--- src/rtl/xnor_pop_pkg.sv ---
// Shared types and helpers for the streaming XNOR-popcount accumulator.
// Mode encodings, majority-of-three, and count-width sizing.
package xnor_pop_pkg;

    localparam logic MODE_XNOR = 1'b0;
    localparam logic MODE_MAJ  = 1'b1;

    typedef enum logic {
        V_IDLE = 1'b0,
        V_ACC  = 1'b1
    } vec_state_t;

    function automatic logic maj3(
        input logic x0,
        input logic x1,
        input logic x2
    );
        return (x0 & x1) | (x0 & x2) | (x1 & x2);
    endfunction

    function automatic int cnt_w(input int n);
        return $clog2(n + 1);
    endfunction

endpackage

--- src/rtl/xnor_pop_chunk.sv ---
// Combinational per-beat counter: XNOR popcount, or popcount of
// majority-of-three over consecutive XNOR bit triples.
module xnor_pop_chunk
    import xnor_pop_pkg::*;
#(
    parameter int CHUNK = 576
) (
    input  logic [CHUNK-1:0]           a,
    input  logic [CHUNK-1:0]           w,
    input  logic                       maj,
    output logic [$clog2(CHUNK+1)-1:0] count
);

    localparam int CW = $clog2(CHUNK + 1);

    logic [CHUNK-1:0] x;

    assign x = a ~^ w;

    always_comb begin
        count = '0;
        if (maj == MODE_MAJ) begin
            for (int g = 0; g < CHUNK / 3; g++) begin
                count = count + CW'(maj3(x[3*g], x[3*g+1], x[3*g+2]));
            end
        end else begin
            for (int i = 0; i < CHUNK; i++) begin
                count = count + CW'(x[i]);
            end
        end
    end

endmodule

--- src/rtl/xnor_pop_acc.sv ---
// Streaming two-stage XNOR/majority popcount accumulator with valid/ready.
// Define XNORPOP_THRESH_EN to enable the out_bit threshold comparator.
module xnor_pop_acc
    import xnor_pop_pkg::*;
#(
    parameter int CHUNK     = 576,
    parameter int BEATS_MAX = 8,
    parameter int ACC_W     = $clog2(CHUNK * BEATS_MAX + 1)
) (
    input  logic             clk,
    input  logic             rst_n,
    input  logic             in_valid,
    output logic             in_ready,
    input  logic [CHUNK-1:0] in_a,
    input  logic [CHUNK-1:0] in_w,
    input  logic             in_last,
    input  logic             in_maj,
    input  logic [ACC_W-1:0] in_thresh,
    output logic             out_valid,
    input  logic             out_ready,
    output logic [ACC_W-1:0] out_pop,
    output logic             out_err,
    output logic             out_bit
);

    localparam int CW = cnt_w(CHUNK);
    localparam int BW = (BEATS_MAX > 1) ? $clog2(BEATS_MAX) : 1;
    localparam logic [BW-1:0] BEAT_END = BW'(BEATS_MAX - 1);

    logic [BW-1:0]    bcnt;
    vec_state_t       vstate;
    logic             first;
    logic             forced;
    logic             last_eff;
    logic             maj_eff;
    logic             accept;
    logic [CW-1:0]    beat_cnt;

    logic             s1_valid;
    logic             s1_last;
    logic             s1_first;
    logic             s1_err;
    logic             s1_maj;
    logic [CW-1:0]    s1_cnt;
    logic             s1_adv;

    logic [ACC_W-1:0] acc;
    logic [ACC_W-1:0] sum;
    logic [ACC_W-1:0] pop_q;
    logic             valid_q;
    logic             err_q;

    assign vstate   = (bcnt == '0) ? V_IDLE : V_ACC;
    assign first    = (vstate == V_IDLE);
    assign forced   = (bcnt == BEAT_END);
    assign last_eff = in_last || forced;

    // Within a vector the S1 mode flag still holds the vector's mode.
    assign maj_eff  = first ? in_maj : s1_maj;

    assign s1_adv   = s1_valid && (!s1_last || !valid_q || out_ready);
    assign in_ready = rst_n && (!s1_valid || s1_adv);
    assign accept   = in_valid && in_ready;

    assign sum = (s1_first ? '0 : acc) + ACC_W'(s1_cnt);

    xnor_pop_chunk #(
        .CHUNK (CHUNK)
    ) u_chunk (
        .a     (in_a),
        .w     (in_w),
        .maj   (maj_eff),
        .count (beat_cnt)
    );

    always_ff @(posedge clk or negedge rst_n) begin
        if (!rst_n) begin
            bcnt <= '0;
        end else if (accept) begin
            bcnt <= last_eff ? '0 : bcnt + BW'(1);
        end
    end

    always_ff @(posedge clk or negedge rst_n) begin
        if (!rst_n) begin
            s1_valid <= 1'b0;
            s1_cnt   <= '0;
            s1_last  <= 1'b0;
            s1_first <= 1'b0;
            s1_err   <= 1'b0;
            s1_maj   <= MODE_XNOR;
        end else if (accept) begin
            s1_valid <= 1'b1;
            s1_cnt   <= beat_cnt;
            s1_last  <= last_eff;
            s1_first <= first;
            s1_err   <= forced && !in_last;
            s1_maj   <= maj_eff;
        end else if (s1_adv) begin
            s1_valid <= 1'b0;
        end
    end

    always_ff @(posedge clk or negedge rst_n) begin
        if (!rst_n) begin
            acc     <= '0;
            pop_q   <= '0;
            err_q   <= 1'b0;
            valid_q <= 1'b0;
        end else begin
            if (s1_adv) begin
                acc <= sum;
            end
            if (s1_adv && s1_last) begin
                pop_q   <= sum;
                err_q   <= s1_err;
                valid_q <= 1'b1;
            end else if (out_ready) begin
                valid_q <= 1'b0;
            end
        end
    end

    assign out_valid = valid_q;
    assign out_pop   = pop_q;
    assign out_err   = err_q;

`ifdef XNORPOP_THRESH_EN
    logic [ACC_W-1:0] s1_thresh;
    logic [ACC_W-1:0] thr_eff;
    logic             bit_q;

    assign thr_eff = first ? in_thresh : s1_thresh;

    always_ff @(posedge clk or negedge rst_n) begin
        if (!rst_n) begin
            s1_thresh <= '0;
            bit_q     <= 1'b0;
        end else begin
            if (accept) begin
                s1_thresh <= thr_eff;
            end
            if (s1_adv && s1_last) begin
                bit_q <= (sum >= s1_thresh);
            end
        end
    end

    assign out_bit = bit_q;
`else
    logic unused_thresh;

    assign unused_thresh = ^in_thresh;
    assign out_bit       = 1'b0;
`endif

endmodule

--- config.mk ---
export PLATFORM = sky130hd
export DESIGN_NAME = xnor_pop_acc
export DESIGN_NICKNAME = d
export VERILOG_FILES = /design/src/rtl/xnor_pop_pkg.sv /design/src/rtl/xnor_pop_chunk.sv /design/src/rtl/xnor_pop_acc.sv
export SDC_FILE = /design/constraint.sdc
export NUM_CORES = 2
export LEC_CHECK = 0
export ABC_AREA = 1
export CORE_AREA = 2 2 464 466
export CTS_CLUSTER_DIAMETER = 150
export DETAILED_ROUTE_END_ITERATION = 8
export DIE_AREA = 0 0 466 468
export PLACE_DENSITY = 0.37
export SLEW_MARGIN = 20
export SYNTH_ARGS = -nofsm -noshare
export SYNTH_HDL_FRONTEND = slang
export SYNTH_SLANG_ARGS = --single-unit
--- constraint.sdc ---
create_clock -name clk -period 2.95 [get_ports clk]
set_clock_uncertainty 0.05 [all_clocks]
set_input_delay 0.59 -clock clk [delete_from_list [all_inputs] [get_ports clk]]
set_output_delay 0.59 -clock clk [all_outputs]
set_load 0.1 [all_outputs]
# Yosys cells after proc, flatten, opt, wreduce, memory -nomap -nowiden
# Index checks and enable logic that the tools add are counted.
[totals]
reg_bits = 46
in_bits = 1171
out_inout_bits = 17
word_cells = 1765
[classes]
addsub = 768
n_eq_ne = 1
n_mux = 8
bitwise = 961
n_reduce_logical = 16
[op_table]
columns = ["cell", "n"]
rows = [
  ["$add A10 B1 Y10", 764],
  ["$and A1 B1 Y1", 576],
  ["$xnor A576 B576 Y576", 1],
  ["$or A1 B1 Y1", 384],
  ["$add A13 B10 Y13", 1],
  ["$mux W13", 1],
  ["$mux W10", 1],
  ["$logic_and A1 B1 Y1", 5],
  ["$mux W1", 5],
  ["$add A1 B1 Y2", 2],
  ["$logic_not A1 Y1", 4],
  ["$logic_or A1 B1 Y1", 4],
  ["$reduce_bool A2 Y1", 2],
  ["$add A3 B1 Y3 const B", 1],
  ["$eq A3 B3 Y1 const B", 1],
  ["$logic_not A3 Y1", 1],
  ["$mux W3", 1],
]

# Depth between registers and ports, before layout
[logic_depth]
word_depth = 577
ltp_mapped = 37

# By module
# Synthesis repeated with hierarchy kept, for this count alone.
[hier_totals]
hier_cells = 3181
hier_area_um2 = 30028.8
[by_module_without_submodules]
columns = ["mod", "n_inst", "cells_per_inst", "area_each_um2", "seq_area_each_um2"]
rows = [
  ["xnor_pop_chunk", 1, 2833, 27448.8, 0.0],
  ["xnor_pop_acc", 1, 348, 2580.0, 1151.1],
]

# Worst setup path after synthesis
# OpenSTA, ideal clock, no wires.
[synth_timing]
path_type = "input-to-reg"
startpoint = "input in_w[514]"
endpoint = "register s1_cnt[8]"
arrival_ps = 8790
required_ps = 2784
slack_ps = -6007
path_stages = 34
n_path_buf = 0
path_cell_list = "xor2_1 > inv_1 > fa_1 > fa_1 > inv_1 > fa_1 > inv_1 > fa_1 > inv_1 > fa_1 > fa_1 > fa_1 > inv_1 > fa_1 > fa_1 > inv_1 > fa_1 > fa_1 > fa_1 > inv_1 > fa_1 > inv_1 > fa_1 > inv_1 > fa_1 > nand2_1 > nand2_1 > nand3_1 > nand2_1 > nand2_1 > nand3_1 > nand2_1 > nand2_1 > nand2_1"
[synth_via]
elab_chain_len = 64
word_cells_on_any_way = 89
cone_classes = "add/sub: 83; mux: 1; bitwise: 5"
[synth_rtl]
columns = ["element", "line", "rtl"]
rows = [
  ["start: declaration", "xnor_pop_acc.sv:15", "input logic [CHUNK-1:0] in_w,"],
  ["$xnor A576 B576 Y576 *", "xnor_pop_chunk.sv:18", "assign x = a ~^ w;"],
  ["$add A10 B1 Y10 (62 in series)", "xnor_pop_chunk.sv:28", "count = count + CW'(x[i]);"],
  ["$mux W10 *", "xnor_pop_chunk.sv:22", "if (maj == MODE_MAJ) begin"],
  ["end signal: assignment", "xnor_pop_acc.sv:94", "s1_cnt <= beat_cnt;"],
  ["end: declaration", "xnor_pop_acc.sv:44", "logic [CW-1:0] s1_cnt;"],
]
# Mark *: on every way between the ends. The rest lies on a longest branch, timed or not.
# A chain may end at the register's enable or synchronous reset.

==> summary.log <==
qor: status.status complete, but fails checks
qor: status.violations_in_the_final_reports negative setup slack
qor: clocking.cts_max_path_bufs 2
qor: grt.grt_pass1_vias 32,333
qor: layout.num-fill-cells 23,199
qor: synthesis.postSynthNetCount 5,420
qor: die.effective_utilization_at_floorplan 14.6%
qor: synthesis.ys_ff_latch 46
qor: clocking.clkSlewWorstSetupHoldPaths 80 ps
qor: clocking.clock-sinks 46
qor: synthesis.synthCells 3,296
qor: grt.grt_start_max_net_pins 47
qor: synthesis.post_synth_main_area_contributors sky130_fd_sc_hd__fa_1 48%, sky130_fd_sc_hd__inv_1 12%, sky130_fd_sc_hd__xor2_1 10%
qor: timing.finalMaxSlewViolations 0
qor: die.top_level_ports 1,188
qor: placement.gpl_congestion 0.894
qor: die.core.rowCount 170
qor: clocking.clockRootBuffer sky130_fd_sc_hd__clkbuf_16
qor: flow_run.max_cap_viol 0
qor: placement.dp_hpwl 218,000 microns
qor: layout.area_growth_syn_to_layout 79.1%
qor: detailed_routing.dr.pass1.iters 5
qor: synthesis.synthesis.yosys.warnings 0
qor: grt.grt-ovfl-total 0
qor: timing.worst_slew_pin_slew 969 ps
qor: layout.post_route_cells_drive_above_1_share 27.0%
qor: timing.relSlewSlack 35.2%
qor: worst_setup_path.crit_type in -> reg
qor: clocking.clock_insertion_delay_worst_skew 310 ps
qor: grt.antenna_violations_before_repair 182
qor: worst_setup_path.critical_path_arrival 9420 ps
qor: die.core_box_area 213,000 sq um
qor: detailed_routing.total_vias_in_the_final_route 28,919
qor: placement.port-buffer-count 1,173
qor: worst_setup_path.crit_fanout 4
qor: synthesis.seq_area_frac_synth 3.70%
qor: timing.rsz0062_at_grt true
qor: placement.place_inst 8,109
qor: grt.grt.total_usage 20.3%
qor: timing.final.period_utilization 314%
qor: timing.final-setup-viol-count 10
qor: detailed_routing.initialDrtViolationCount 1,198
qor: die.floorplan.die_area 218,000 sq um
qor: synthesis.post_synth.cell_area_avg 9.43 sq um
qor: synthesis.synth_cell_type_count 35
qor: timing.final-hold-violation-count 0
qor: worst_setup_path.worstSetupEndpointType flop
qor: timing.clock_period_minus_worst_slack 9270 ps
qor: clocking.cts_bufs_inserted 5
qor: layout.final_cells 8,211
qor: timing.fmax 0.108 GHz
qor: detailed_routing.routed_wirelength 226,000 microns
qor: die.floorplan.die.height 468 microns
qor: clocking.cts.htree.levels 2
qor: worst_hold_path.min_path_type in -> async
qor: layout.layout.nets 7,469
qor: worst_setup_path.worst_ep_required_time 3110 ps
qor: detailed_routing.wl_per_cell 27.5 microns
qor: timing.setup_slack -6320 ps
qor: detailed_routing.drt-vias-per-instance 3.52
qor: die.fp.dieW 466 microns
qor: synthesis.syn_area 31,100 sq um
qor: synthesis.yosysTopAreaCell sky130_fd_sc_hd__fa_1
qor: detailed_routing.antenna_left 0
qor: clocking.cts_tree built
qor: grt.first_pass_grt_wire_length 291,000 microns
qor: synthesis.synth_top_area_share 47.6%
qor: worst_setup_path.worst_setup_path_start_kind input port
qor: detailed_routing.remaining_design_rule_violation_count 0
kinds of logic (layout without fill, tap and decap cells):
family	Yosys count	in the layout	share of synthesized area, %
other cells	1	28	0.0121
compound gates	207	207	3.96
simple gates	431	431	5.61
xor+xnor	582	582	16.4
fa+ha+maj	1006	1006	57.9
flops	46	46	3.70
buf+inv	1023	3073	12.4
metrics by stage:
| step | cell area [sq um] | TNS [ps] | hold slack, ps | worst slack (ps) | util, % |
|---|---|---|---|---|---|
| final | 55700 | -61910 | 372 | -6320 | 26.1 |
| after global routing | 55700 | -64400 | 440 | -6600 | 26.1 |
| after CTS | 55000 | -62300 | 405 | -6400 | 25.8 |
| after detailed placement | 52800 | -72610 | 423 | -7420 | 24.8 |
| after global placement | 52800 | -72730 | 418 | -7450 | 24.8 |
| after floorplan | 31200 | -57020 | 244 | -5900 | - |
metal layers:
layer / GRT usage (%) / vias up / share of wire, %
met5: 0 / - / 0.21
met4: 2.25 / 74 / 1.7
met3: 3.56 / 292 / 5.8
met2: 37.3 / 1067 / 51
met1: 25.4 / 14144 / 41
li1: - / 13342 / -
registers in the layout, indices dropped and copies added (netlist names):
name / count
acc: 13
bcnt: 3
out_err: 1
out_pop: 13
out_valid: 1
s1_cnt: 10
s1_err: 1
s1_first: 1
s1_last: 1
s1_maj: 1
s1_valid: 1
cell type report:
class	instances	area (sq um)	share of cell area, %
flip-flops and latches	46	1150	2.07
well taps	2838	3550	6.38
clock buffers	5	125	0.225
repair buffers	2051	18300	32.9
diodes	27	67.6	0.121
multi-input cells	2227	28600	51.4
clock inverters	3	48.8	0.0876
inverters	1014	3810	6.85
placed cells by master, fill, tap and decap left out, types with 17 or more instances in the layout:
master,Yosys,layout
sky130_fd_sc_hd__xnor2_4,0,18
sky130_fd_sc_hd__xor2_1,360,235
sky130_fd_sc_hd__xnor2_2,0,106
sky130_fd_sc_hd__clkdlybuf4s50_1,0,649
sky130_fd_sc_hd__clkbuf_2,0,44
sky130_fd_sc_hd__nor2_1,138,138
sky130_fd_sc_hd__o21bai_1,55,55
sky130_fd_sc_hd__xor2_4,0,19
sky130_fd_sc_hd__ha_1,214,213
sky130_fd_sc_hd__dlygate4sd2_1,0,282
sky130_fd_sc_hd__fa_2,0,70
sky130_fd_sc_hd__nand3_1,48,45
sky130_fd_sc_hd__inv_2,4,109
sky130_fd_sc_hd__buf_4,2,855
sky130_fd_sc_hd__diode_2,0,27
sky130_fd_sc_hd__xor2_2,0,106
sky130_fd_sc_hd__buf_6,1,19
sky130_fd_sc_hd__fa_1,739,669
sky130_fd_sc_hd__o21ai_0,45,41
sky130_fd_sc_hd__clkdlybuf4s15_1,0,39
sky130_fd_sc_hd__buf_12,0,29
sky130_fd_sc_hd__a21oi_1,77,75
sky130_fd_sc_hd__dlymetal6s2s_1,0,106
sky130_fd_sc_hd__xnor2_1,222,98
sky130_fd_sc_hd__o21ai_1,13,17
sky130_fd_sc_hd__inv_1,1010,902
sky130_fd_sc_hd__nand2_1,226,220
sky130_fd_sc_hd__buf_2,5,20
sky130_fd_sc_hd__dfrtp_1,46,46
sky130_fd_sc_hd__maj3_1,53,50
path summary, 6_finish.rpt:
check	cells after the start	slack, ps	start	endpoint
min in group clk	2	440	out_pop[12]$_DFFE_PN0P_	out_pop[12]$_DFFE_PN0P_
worst max register to register	12	540	s1_first$_DFFE_PN0P_	out_pop[8]$_DFFE_PN0P_
worst min register to register	2	440	out_pop[12]$_DFFE_PN0P_	out_pop[12]$_DFFE_PN0P_
worst max-delay path	26	-6320	in_w[77]	s1_cnt[6]$_DFFE_PN0P_
worst min-delay path	2	370	rst_n	out_pop[6]$_DFFE_PN0P_
max in group asynchronous	2	2010	rst_n	s1_cnt[0]$_DFFE_PN0P_
critical path, stage by stage:
cell and delay (ps):
sky130_fd_sc_hd__clkdlybuf4s50_1 530, sky130_fd_sc_hd__xnor2_1 210, sky130_fd_sc_hd__maj3_1 460, sky130_fd_sc_hd__fa_2 640
sky130_fd_sc_hd__inv_1 70, sky130_fd_sc_hd__fa_1 620, sky130_fd_sc_hd__inv_1 90, sky130_fd_sc_hd__fa_2 580
sky130_fd_sc_hd__fa_2 490, sky130_fd_sc_hd__fa_1 550, sky130_fd_sc_hd__fa_1 450, sky130_fd_sc_hd__fa_2 650
sky130_fd_sc_hd__fa_1 450, sky130_fd_sc_hd__fa_1 590, sky130_fd_sc_hd__fa_1 440, sky130_fd_sc_hd__fa_1 510
sky130_fd_sc_hd__fa_2 430, sky130_fd_sc_hd__fa_1 410, sky130_fd_sc_hd__nand3_1 100, sky130_fd_sc_hd__nand2_1 110
sky130_fd_sc_hd__nand2_1 100, sky130_fd_sc_hd__nand3_1 70, sky130_fd_sc_hd__nand3_1 100, sky130_fd_sc_hd__nand2_1 60
sky130_fd_sc_hd__nand2_1 60, sky130_fd_sc_hd__nand2_1 50
timing repair:
action                                  in CTS  in global routing
buffers inserted                            69                 27
endpoints found under the setup margin      10                 10
resized for setup                          915                317
hold buffers                                 0                  0
pin swaps                                  351                242
hold endpoints to repair                     0                  0
gates cloned                                 0                  0
cells in the mapped netlist:
| library cell | number |
|---|---|
| sky130_fd_sc_hd__ha_1 | 214 |
| sky130_fd_sc_hd__o21ai_2 | 1 |
| sky130_fd_sc_hd__maj3_1 | 53 |
| sky130_fd_sc_hd__nor2_1 | 138 |
| sky130_fd_sc_hd__nand3_2 | 2 |
| sky130_fd_sc_hd__o211ai_1 | 1 |
| sky130_fd_sc_hd__o211ai_2 | 1 |
| sky130_fd_sc_hd__buf_2 | 5 |
| sky130_fd_sc_hd__clkbuf_1 | 1 |
| sky130_fd_sc_hd__buf_6 | 1 |
| sky130_fd_sc_hd__a21bo_2 | 2 |
| sky130_fd_sc_hd__nand2_2 | 2 |
| sky130_fd_sc_hd__o21ai_1 | 13 |
| sky130_fd_sc_hd__nand2_1 | 226 |
| sky130_fd_sc_hd__nor3_1 | 1 |
| sky130_fd_sc_hd__or2_2 | 2 |
| sky130_fd_sc_hd__nand3b_1 | 3 |
| sky130_fd_sc_hd__or2_1 | 2 |
| sky130_fd_sc_hd__xor2_1 | 360 |
| sky130_fd_sc_hd__o21bai_1 | 55 |
| sky130_fd_sc_hd__nand4_1 | 5 |
| sky130_fd_sc_hd__conb_1 | 1 |
| sky130_fd_sc_hd__o21a_1 | 11 |
| sky130_fd_sc_hd__a31oi_2 | 1 |
| sky130_fd_sc_hd__o21ai_0 | 45 |
| sky130_fd_sc_hd__nor3_2 | 1 |
| sky130_fd_sc_hd__a21oi_1 | 77 |
| sky130_fd_sc_hd__fa_1 | 739 |
| sky130_fd_sc_hd__xnor2_1 | 222 |
| sky130_fd_sc_hd__inv_2 | 4 |
| sky130_fd_sc_hd__buf_4 | 2 |
| sky130_fd_sc_hd__nand3_1 | 48 |
| sky130_fd_sc_hd__dfrtp_1 | 46 |
| sky130_fd_sc_hd__inv_1 | 1010 |
| sky130_fd_sc_hd__nand2_4 | 1 |
Power is not shown: default switching activity piles up to over one toggle a cycle in this logic, so the estimate is an artifact.
